===== src/rtl/led_out_pkg.sv =====
// Shared types and default sizing for the LED shift-register output stage.
package led_out_pkg;

   typedef enum logic [1:0] {
      StIdle,
      StShift,
      StLatch
   } led_state_e;

   localparam int unsigned LED_FRAME_W  = 26;
   localparam int unsigned LED_SCLK_DIV = 6;

endpackage


===== src/rtl/half_period_tick.sv =====
// Free-running divider that pulses tick_o every DIV clocks; clr_i restarts the count so the
// first half-period of a frame is full length.
module half_period_tick #(
   parameter int unsigned DIV = 6
) (
   input  logic clk_i,
   input  logic rst_i,
   input  logic clr_i,
   output logic tick_o
);

   localparam int unsigned CntW = $clog2(DIV) + 1;
   localparam logic [CntW-1:0] CntMax = CntW'(DIV - 1);

   logic [CntW-1:0] cnt_q, cnt_d;

   always_comb begin
      cnt_d = cnt_q + 1'b1;
      if (clr_i || (cnt_q == CntMax)) begin
         cnt_d = '0;
      end
   end

   always_ff @(posedge clk_i or posedge rst_i) begin
      if (rst_i) begin
         cnt_q <= '0;
      end else begin
         cnt_q <= cnt_d;
      end
   end

   assign tick_o = (cnt_q == CntMax);

endmodule


===== src/rtl/led_shift_out.sv =====
// Serialises one LED frame into a 74HC595-style chain: DATA_W sclk pulses, then one latch pulse,
// then a one-cycle done pulse. All pin outputs come straight from registers.
module led_shift_out
   import led_out_pkg::*;
#(
   parameter int unsigned DATA_W    = LED_FRAME_W,
   parameter int unsigned CLK_DIV   = LED_SCLK_DIV,
   parameter bit          LSB_FIRST = 1'b0
) (
   input  logic              clk_in,
   input  logic              rst_in,
   input  logic              load_in,
   input  logic [DATA_W-1:0] data_in,
   output logic              busy_out,
   output logic              done_pulse_out,
   output logic              sclk_out,
   output logic              sdata_out,
   output logic              latch_out
);

   localparam int unsigned BitW = $clog2(DATA_W) + 1;
   localparam logic [BitW-1:0] BitLast = BitW'(DATA_W - 1);

   led_state_e        state_q, state_d;
   logic [DATA_W-1:0] shreg_q, shreg_d;
   logic [DATA_W-1:0] shifted;
   logic [BitW-1:0]   bit_q, bit_d;
   logic              sclk_q, sclk_d;
   logic              sdata_q, sdata_d;
   logic              latch_q, latch_d;
   logic              busy_q, busy_d;
   logic              done_q, done_d;
   logic              tick_clr;
   logic              tick;

   half_period_tick #(
      .DIV(CLK_DIV)
   ) u_tick (
      .clk_i (clk_in),
      .rst_i (rst_in),
      .clr_i (tick_clr),
      .tick_o(tick)
   );

   always_comb begin
      state_d  = state_q;
      shreg_d  = shreg_q;
      bit_d    = bit_q;
      sclk_d   = sclk_q;
      sdata_d  = sdata_q;
      latch_d  = latch_q;
      busy_d   = busy_q;
      done_d   = 1'b0;
      tick_clr = 1'b0;
      shifted  = LSB_FIRST ? (shreg_q >> 1) : (shreg_q << 1);

      unique case (state_q)
         StIdle: begin
            sclk_d  = 1'b0;
            latch_d = 1'b0;
            busy_d  = 1'b0;
            if (load_in) begin
               tick_clr = 1'b1;
               shreg_d  = data_in;
               bit_d    = '0;
               sdata_d  = LSB_FIRST ? data_in[0] : data_in[DATA_W-1];
               busy_d   = 1'b1;
               state_d  = StShift;
            end
         end
         StShift: begin
            if (tick) begin
               if (!sclk_q) begin
                  sclk_d = 1'b1;
               end else begin
                  // Data only moves on the falling sclk edge, giving CLK_DIV setup and hold.
                  sclk_d = 1'b0;
                  if (bit_q == BitLast) begin
                     latch_d = 1'b1;
                     state_d = StLatch;
                  end else begin
                     bit_d   = bit_q + 1'b1;
                     shreg_d = shifted;
                     sdata_d = LSB_FIRST ? shifted[0] : shifted[DATA_W-1];
                  end
               end
            end
         end
         StLatch: begin
            if (tick) begin
               latch_d = 1'b0;
               busy_d  = 1'b0;
               done_d  = 1'b1;
               state_d = StIdle;
            end
         end
         default: begin
            state_d = StIdle;
         end
      endcase
   end

   always_ff @(posedge clk_in or posedge rst_in) begin
      if (rst_in) begin
         state_q <= StIdle;
         shreg_q <= '0;
         bit_q   <= '0;
         sclk_q  <= 1'b0;
         sdata_q <= 1'b0;
         latch_q <= 1'b0;
         busy_q  <= 1'b0;
         done_q  <= 1'b0;
      end else begin
         state_q <= state_d;
         shreg_q <= shreg_d;
         bit_q   <= bit_d;
         sclk_q  <= sclk_d;
         sdata_q <= sdata_d;
         latch_q <= latch_d;
         busy_q  <= busy_d;
         done_q  <= done_d;
      end
   end

   assign busy_out       = busy_q;
   assign done_pulse_out = done_q;
   assign sclk_out       = sclk_q;
   assign sdata_out      = sdata_q;
   assign latch_out      = latch_q;

endmodule


===== config.mk =====
export PLATFORM = sky130hd
export DESIGN_NAME = led_shift_out
export DESIGN_NICKNAME = d
export VERILOG_FILES = /design/src/rtl/led_out_pkg.sv /design/src/rtl/half_period_tick.sv /design/src/rtl/led_shift_out.sv
export SDC_FILE = /design/constraint.sdc
export NUM_CORES = 1
export LEC_CHECK = 0
export ABC_CLOCK_PERIOD_IN_PS = 2240
export CAP_MARGIN = 20
export CELL_PAD_IN_SITES_DETAIL_PLACEMENT = 1
export CELL_PAD_IN_SITES_GLOBAL_PLACEMENT = 1
export CORE_MARGIN = 2
export CORE_UTILIZATION = 41
export CTS_CLUSTER_DIAMETER = 100
export DETAILED_ROUTE_END_ITERATION = 6
export PLACE_DENSITY_LB_ADDON = 0.1
export SLEW_MARGIN = 10
export SYNTH_ARGS = -nofsm -noshare
export SYNTH_HDL_FRONTEND = slang
export SYNTH_SLANG_ARGS = --single-unit

===== constraint.sdc =====
create_clock -name clk_in -period 2.24 [get_ports clk_in]
set_input_delay 0.224 -clock clk_in [delete_from_list [all_inputs] [get_ports clk_in]]
set_output_delay 0.224 -clock clk_in [all_outputs]
set_load 0.01 [all_outputs]

==> impl_summary.txt, run 1 <==
----------------------------------------------------
[Cells and area]
  Final cell utilization of the core ... 51.5%
  Non-Filler Instances ... 323
  Post-route standard cell area excluding fillers ... 0.00261 sq mm
  Layout overhead on the synthesized area ... 21.4%
  Share of cells above drive strength 1 ... 15.0%
  Filler cell count in the final layout ... 604
  Antenna Cells ... 0
  Final #Nets ... 286

[Synth]
  Synth async-reset ratio ... 100%
  Mean instance size in the synthesized netlist ... 9.74 sq um
  Number of enable-type register cells in the synthesized netlist ... 0
  Yosys warning total ... 0
  Summed instance area of the synthesized netlist ... 0.00215 sq mm
  Library cell occupying the most area in the post-synthesis netlist ... sky130_fd_sc_hd__dfrtp_1
  Leading register cell type out of synthesis ... sky130_fd_sc_hd__dfrtp_1
  Share of Yosys cell area claimed by the top area cell type ... 48.8%
  Portion of the post-synthesis area used by sequential elements ... 48.8%
  Top area cells in the synthesized netlist ... sky130_fd_sc_hd__dfrtp_1 (49%), sky130_fd_sc_hd__a31oi_2 (11%), sky130_fd_sc_hd__nand2_1 (10%)
  Mapped Nets ... 254
  Flip-flop and latch count after synthesis ... 42
  Synthesized instance count ... 221
  Distinct cells, synth ... 36

[Worst setup path]
  End of the worst register-to-register path ... shreg_q[22]
  Nature of the critical path endpoint ... register
  Flop2flop setup slack ... 0.25 ns
  Critical path required time ... 2.39 ns
  Worst-path maximum fanout ... 28
  Worst reg2reg path startpoint ... u_tick.cnt_q[1]
  Data arrival time of the critical path ... 2.14 ns
  Type of element launching the critical path ... register
  Depth of the worst register-to-register path ... 6
  Classification of the worst setup path ... reg -> reg

[Global route]
  Number of global-route vias before repair ... 1838
  Grt ovf ... 0
  Wire length of the first global-routing pass ... 8.72 mm
  Overall routing resource usage ... 18.5%
  Number of antenna violations at the first check in global routing ... 0
  Pin count of the biggest net entering global routing ... 43

[Pwr]
  Clock Power Share ... 16.2%
  Cell area power density ... 1090 mW/mm^2
  Maximum vdd drop ... 487 uV
  Switching fraction of total power ... 35.5%
  Leakage power ... 0.00109 uW
  Cell internal power dissipation ... 1840 uW
  Fraction of power consumed by combinational cells ... 37.4%
  Sw Pwr ... 1010 uW
  Relative contribution of sequential cells to total power ... 46.4%

[Route]
  Initial DRC count ... 55
  WL final ... 4.92 mm
  Number of vias per cell after detailed routing ... 5.29
  Antenna violation net count after detailed routing ... 0
  DRC violation count after routing ... 0
  Average routed wire per standard cell ... 15.2 um
  First-pass iteration count of the detailed router ... 4
  Routed vias ... 1710

[Timing]
  Setup repair after global routing missed its margin ... no
  Final setup skew ... 0.00315 ns
  Part of the cycle the worst path needs ... 89.0%
  Final count of hold timing violations ... 0
  Transition at the pin with the smallest max-transition slack ... 0.550 ns
  Final worst hold slack ... 0.381 ns
  Final Setup Violations ... 0
  Max Fclk ... 501 MHz
  Final critical delay including setup and external delays ... 1.99 ns
  Worst slew margin relative to its limit ... 63.3%
  Final number of max-transition violations ... 0
  Setup TNS after final layout ... 0 ns

[Die]
  Row count ... 26
  Area enclosed by the die boundary ... 0.00585 sq mm
  Floorplan die height ... 76.5 um
  Horizontal extent of the die ... 76.5 um
  # IOs ... 34
  Placeable core region ... 0.00507 sq mm
  Effective utilization at floorplan ... 42.4%

[Clock tree]
  Clock tree root buffer cell ... sky130_fd_sc_hd__clkbuf_8
  CTS tree ... built
  Number of buffers inserted for hold repair after clock tree synthesis ... 0
  Clock Tree Buf Depth ... 2
  Clk slew on worst S/H paths ... 0.08 ns
  CTS buffer count ... 5
  Sinks on the clock net ... 42
  Setup fix buffers added after clock tree synthesis ... 0
  Clock network latency to the later pin of the worst-skew pair ... 0.29 ns
  Total of cells resized after clock tree synthesis ... 0
  CTS HTree Levels ... 2

[Placed design]
  Quantity of I/O buffers inserted on ports ... 33
  Routability Congestion ... 0.720
  Instance area at placement ... 0.00254 sq mm
  Cells after DPL ... 316
  Half-perimeter wire length after detailed placement ... 3.30 mm

[Flow run]
  MaxCap Viol Count ... 0

[Hold path]
  Path type of the worst min-delay path ... in -> async

[Status]
  Run status ... finished, final reports clean

----------------------------------------------------
[routing by layer]
metal,GRT usage (%),wire length [um],vias to the layer above
met5,0,0,-
met4,4.91,40,0
met3,4.15,150,4
met2,31.2,2390,27
met1,24.1,2330,847
li1,-,-,832
[registers in the layout, summed over array words and instances (netlist names), 2 cells and up]
register / count
bit_q: 6
u_tick.cnt_q: 4
state_q: 2
shreg_q: 25
[power by group through the flow]
stage / Clock [uW] / Sequential [uW] / Combinational (uW)
detailed placement: 0 / 1340 / 1090
finish: 462 / 1320 / 1070
CTS: 481 / 1320 / 1090
floorplan: 0 / 1280 / 869
global route: 514 / 1380 / 1210
global placement: 0 / 1330 / 1050
[critical path, cell delays in order (launching register included)]
cell,delay (ns)
sky130_fd_sc_hd__dfrtp_1,0.40
sky130_fd_sc_hd__inv_1,0.06
sky130_fd_sc_hd__ha_1,0.15
sky130_fd_sc_hd__and4b_1,0.25
sky130_fd_sc_hd__o211a_4,0.35
sky130_fd_sc_hd__nand2b_4,0.47
sky130_fd_sc_hd__a31oi_2,0.15
[synthesized netlist by cell type, types with 2 or more instances]
cell / number
sky130_fd_sc_hd__nand2_1: 59
sky130_fd_sc_hd__a31oi_2: 19
sky130_fd_sc_hd__nor2_1: 10
sky130_fd_sc_hd__and2_1: 2
sky130_fd_sc_hd__buf_6: 3
sky130_fd_sc_hd__a31oi_1: 7
sky130_fd_sc_hd__o21ai_0: 4
sky130_fd_sc_hd__a21oi_1: 3
sky130_fd_sc_hd__nor3_1: 26
sky130_fd_sc_hd__clkbuf_1: 3
sky130_fd_sc_hd__nand2b_1: 3
sky130_fd_sc_hd__inv_1: 5
sky130_fd_sc_hd__nand3_1: 2
sky130_fd_sc_hd__dfrtp_1: 42
sky130_fd_sc_hd__o22ai_1: 2
sky130_fd_sc_hd__buf_2: 8
sky130_fd_sc_hd__ha_1: 4
[cell families (layout without fill, tap and decap cells)]
logic type / count (synthesis) / after routing / synth area share (%)
XOR/XNOR: 2 / 2 / 0.814
flip-flops: 42 / 42 / 48.8
multiplexers: 2 / 2 / 0.988
adder cells (fa/ha/maj): 4 / 4 / 2.32
buffers and inverters: 20 / 52 / 5.00
AND/OR/NAND/NOR: 108 / 108 / 23.1
AO/OA/AOI/OAI: 43 / 43 / 19.0
[per-stage QoR]
stage	setup slack (ns)	total power (uW)
after global placement	0.286	2370
after global routing	0.0851	3100
after floorplan	0.653	2150
after CTS	0.212	2890
after detailed placement	0.230	2420
final	0.245	2850
[placed cells by master, fill, tap and decap left out, drive strengths merged, types with 2 or more instances in the layout]
cell type / n
a21oi: 4
a31oi: 26
and2: 2
buf: 7
clkbuf: 7
clkdlybuf4s50: 33
dfrtp: 42
ha: 4
inv: 5
nand2: 59
nand2b: 4
nand3: 2
nor2: 10
nor3: 26
o211a: 2
o21ai: 4
o22ai: 2
[layout make-up]
type | count | area (sq um) | share of cell area [%]
Clock buffer | 7 | 76.3 | 2.92
Timing Repair Buffer | 40 | 383 | 14.6
Sequential cell | 42 | 1050 | 40.2
Inverter | 5 | 18.8 | 0.718
Tap cell | 70 | 87.6 | 3.35
Multi-Input combinational cell | 159 | 997 | 38.2
[worst max-delay path by stage]
stage	startpoint	end	slack (ns)
floorplan	bit_q[1]	bit_q[5]	0.65
global placement	u_tick.cnt_q[1]	sdata_out	0.29
detailed placement	u_tick.cnt_q[1]	shreg_q[14]	0.23
CTS	u_tick.cnt_q[1]	shreg_q[5]	0.21
global route	u_tick.cnt_q[1]	shreg_q[16]	0.09
finish	u_tick.cnt_q[1]	shreg_q[22]	0.25
(Power assumes the default switching activity.)
==> inputs of run 2 (changes only) <==
CAP_MARGIN = unset   (was 20)
SYNTH_HIERARCHICAL = 1   (was unset)
==> run 2 against run 1 <==
Critical path depth is 1 higher. Non-clock buffer count rose by 1. Clock power grew 8.9%. Die area is 3.9% higher. Combinational power rose by 15%. Wire length rose by 3.9%. Via count rose by 5.1%. Global-route usage fell by 0.43 points. Setup slack improved by 0.010 ns. Count of clock-buffer cells in the layout unchanged. Sequential share of layout area down 1.9 points. Sequential power hardly changed. Critical path type unchanged. Largest cell class is now multi-input gates. Highest routed layer unchanged.
==> impl_summary.txt, run 2 <==
----------------------------------------------------
[Route]
  Number of vias per cell after detailed routing ... 5.43
  WL final ... 5.11 mm
  Antenna violation net count after detailed routing ... 0
  Average routed wire per standard cell ... 15.4 um
  Initial DRC count ... 60
  Routed vias ... 1798
  DRC violation count after routing ... 0
  First-pass iteration count of the detailed router ... 4

[Synth]
  Most used standard cells in the synthesized netlist ... sky130_fd_sc_hd__nor2_1 (58), sky130_fd_sc_hd__dfrtp_1 (42), sky130_fd_sc_hd__o21ai_1 (32)
  Leading register cell type out of synthesis ... sky130_fd_sc_hd__dfrtp_1
  Distinct cells, synth ... 36
  Mean instance size in the synthesized netlist ... 9.71 sq um
  Yosys warning total ... 6
  Flip-flop and latch count after synthesis ... 42
  Synth async-reset ratio ... 100%
  Number of enable-type register cells in the synthesized netlist ... 0
  Mapped Nets ... 264
  Library cell occupying the most area in the post-synthesis netlist ... sky130_fd_sc_hd__dfrtp_1
  Portion of the post-synthesis area used by sequential elements ... 46.9%
  Share of Yosys cell area claimed by the top area cell type ... 46.9%
  Library cell with the highest instance count after synthesis ... sky130_fd_sc_hd__nor2_1
  Synthesized instance count ... 231
  Top area cells in the synthesized netlist ... sky130_fd_sc_hd__dfrtp_1 (47%), sky130_fd_sc_hd__o41ai_2 (12%), sky130_fd_sc_hd__nor2_1 (9.7%)
  Summed instance area of the synthesized netlist ... 0.00224 sq mm

[Global route]
  Number of global-route vias before repair ... 1940
  Grt ovf ... 0
  Pin count of the biggest net entering global routing ... 54
  Number of antenna violations at the first check in global routing ... 0
  Overall routing resource usage ... 18.1%
  Wire length of the first global-routing pass ... 8.89 mm

[Placed design]
  Instance area at placement ... 0.00265 sq mm
  Half-perimeter wire length after detailed placement ... 3.50 mm
  Quantity of I/O buffers inserted on ports ... 33
  Routability Congestion ... 0.714

[Clock tree]
  Clock Tree Buf Depth ... 2
  CTS tree ... built
  Clock tree root buffer cell ... sky130_fd_sc_hd__clkbuf_8
  Number of buffers inserted for hold repair after clock tree synthesis ... 0
  Sinks on the clock net ... 42
  Setup fix buffers added after clock tree synthesis ... 0
  CTS HTree Levels ... 2
  CTS buffer count ... 5
  Total of cells resized after clock tree synthesis ... 0
  Clock network latency to the later pin of the worst-skew pair ... 0.29 ns
  Clk slew on worst S/H paths ... 0.08 ns

[Cells and area]
  Most common cell after layout, fill and taps aside ... sky130_fd_sc_hd__nor2_1
  Share of cells above drive strength 1 ... 14.9%
  Most frequent cells in the layout ... sky130_fd_sc_hd__nor2_1 (58), sky130_fd_sc_hd__dfrtp_1 (42), sky130_fd_sc_hd__clkdlybuf4s50_1 (33)
  Largest registers in the final layout ... shreg_q x25, bit_q x6, u_tick/cnt_q x4
  Post-route standard cell area excluding fillers ... 0.00275 sq mm
  Flip-flop count of the largest register after layout ... 25
  Final cell utilization of the core ... 52.7%
  Layout overhead on the synthesized area ... 22.4%
  Register bank with the most flops ... shreg_q
  Final #Nets ... 293
  Antenna Cells ... 0

[Die]
  Area enclosed by the die boundary ... 0.00608 sq mm
  Horizontal extent of the die ... 78.0 um
  Row count ... 26
  Effective utilization at floorplan ... 43.1%
  Floorplan die height ... 78.0 um
  Placeable core region ... 0.00520 sq mm
  # IOs ... 34

[Pwr]
  Cell area power density ... 1120 mW/mm^2
  Maximum vdd drop ... 561 uV
  Leakage power ... 0.00116 uW

[Worst setup path]
  Type of element launching the critical path ... register
  Data arrival time of the critical path ... 2.17 ns
  Worst-path maximum fanout ... 21
  Nature of the critical path endpoint ... register
  Classification of the worst setup path ... reg -> reg
  Depth of the worst register-to-register path ... 7
  Critical path required time ... 2.42 ns

[Timing]
  Part of the cycle the worst path needs ... 88.6%
  Final count of hold timing violations ... 0
  Final number of max-transition violations ... 0
  Worst slew margin relative to its limit ... 66.7%
  Final Setup Violations ... 0
  Setup TNS after final layout ... 0 ns
  Setup repair after global routing missed its margin ... no
  Final setup skew ... 0.00901 ns
  Max Fclk ... 504 MHz
  Final critical delay including setup and external delays ... 1.98 ns
  Transition at the pin with the smallest max-transition slack ... 0.500 ns

[Status]
  Run status ... finished, final reports clean

[Hold path]
  Path type of the worst min-delay path ... in -> async

[Flow run]
  MaxCap Viol Count ... 0

----------------------------------------------------
==> run 2: where the power goes <==
| group | total, uW | leakage [uW] | internal, uW | switching (uW) |
|---|---|---|---|---|
| sequential | 1340 | 0.000497 | 1100 | 243 |
| combinational | 1230 | 0.000614 | 625 | 605 |
| clock | 503 | 0.0000482 | 249 | 254 |
==> run 2: final cells by class <==
cell class | count | area, sq um
fillers | 592 | 2460
multi-input cells | 164 | 1060
flip-flops and latches | 42 | 1050
repair buffers | 41 | 428
well taps | 70 | 87.6
clock buffers | 7 | 86.3
inverters | 6 | 22.5
clock inverters | 1 | 5.00
==> run 2: worst paths after layout <==
| kind | slack [ns] | end | start |
|---|---|---|---|
| worst max-delay path | 0.26 | shreg_q[13] | u_tick/cnt_q[1] |
| worst min-delay path | 0.14 | u_tick/cnt_q[2] | rst_in |
| worst max register to register | 0.26 | shreg_q[13] | u_tick/cnt_q[1] |
| worst min register to register | 0.49 | u_tick/cnt_q[0] | u_tick/cnt_q[0] |
| max in group asynchronous | 1.51 | shreg_q[18] | rst_in |
| min in group clk_in | 0.48 | shreg_q[0] | data_in[0] |
==> run 2: per-layer routing <==
metal,part of all wire [%],GRT usage (%),vias to the layer above,routed length (um)
li1,-,-,878,-
met1,45,22.7,888,2300
met2,50,30.9,25,2560
met3,3.5,4.07,7,177
met4,1.3,5.79,0,66
met5,0,0,-,0
==> run 2: logic make-up after synthesis <==
logic type / share of synthesized area [%]
adder cells (fa/ha/maj): 2.23
AO/OA/AOI/OAI: 26.1
flip-flops: 46.9
multiplexers: 0.949
AND/OR/NAND/NOR: 18.0
buffers and inverters: 5.80
==> run 2: worst max-delay path, cell delays in order (launching register included) <==
cell,delay [ns]
sky130_fd_sc_hd__dfrtp_1,0.39
sky130_fd_sc_hd__inv_1,0.06
sky130_fd_sc_hd__ha_1,0.18
sky130_fd_sc_hd__and3b_1,0.19
sky130_fd_sc_hd__nand4b_1,0.18
sky130_fd_sc_hd__and2_4,0.32
sky130_fd_sc_hd__buf_12,0.18
sky130_fd_sc_hd__o41ai_1,0.36
==> run 2: through the flow <==
stage	worst slack, ns	cells	total power, uW	hold WS [ns]
2_1_floorplan	0.387	231	2230	-0.00992
3_5_place_dp	0.246	323	2600	0.450
5_1_grt	0.0771	331	3340	0.174
4_1_cts	0.225	331	3120	0.135
3_3_place_gp	0.285	323	2540	0.448
6_report	0.256	331	3080	0.137
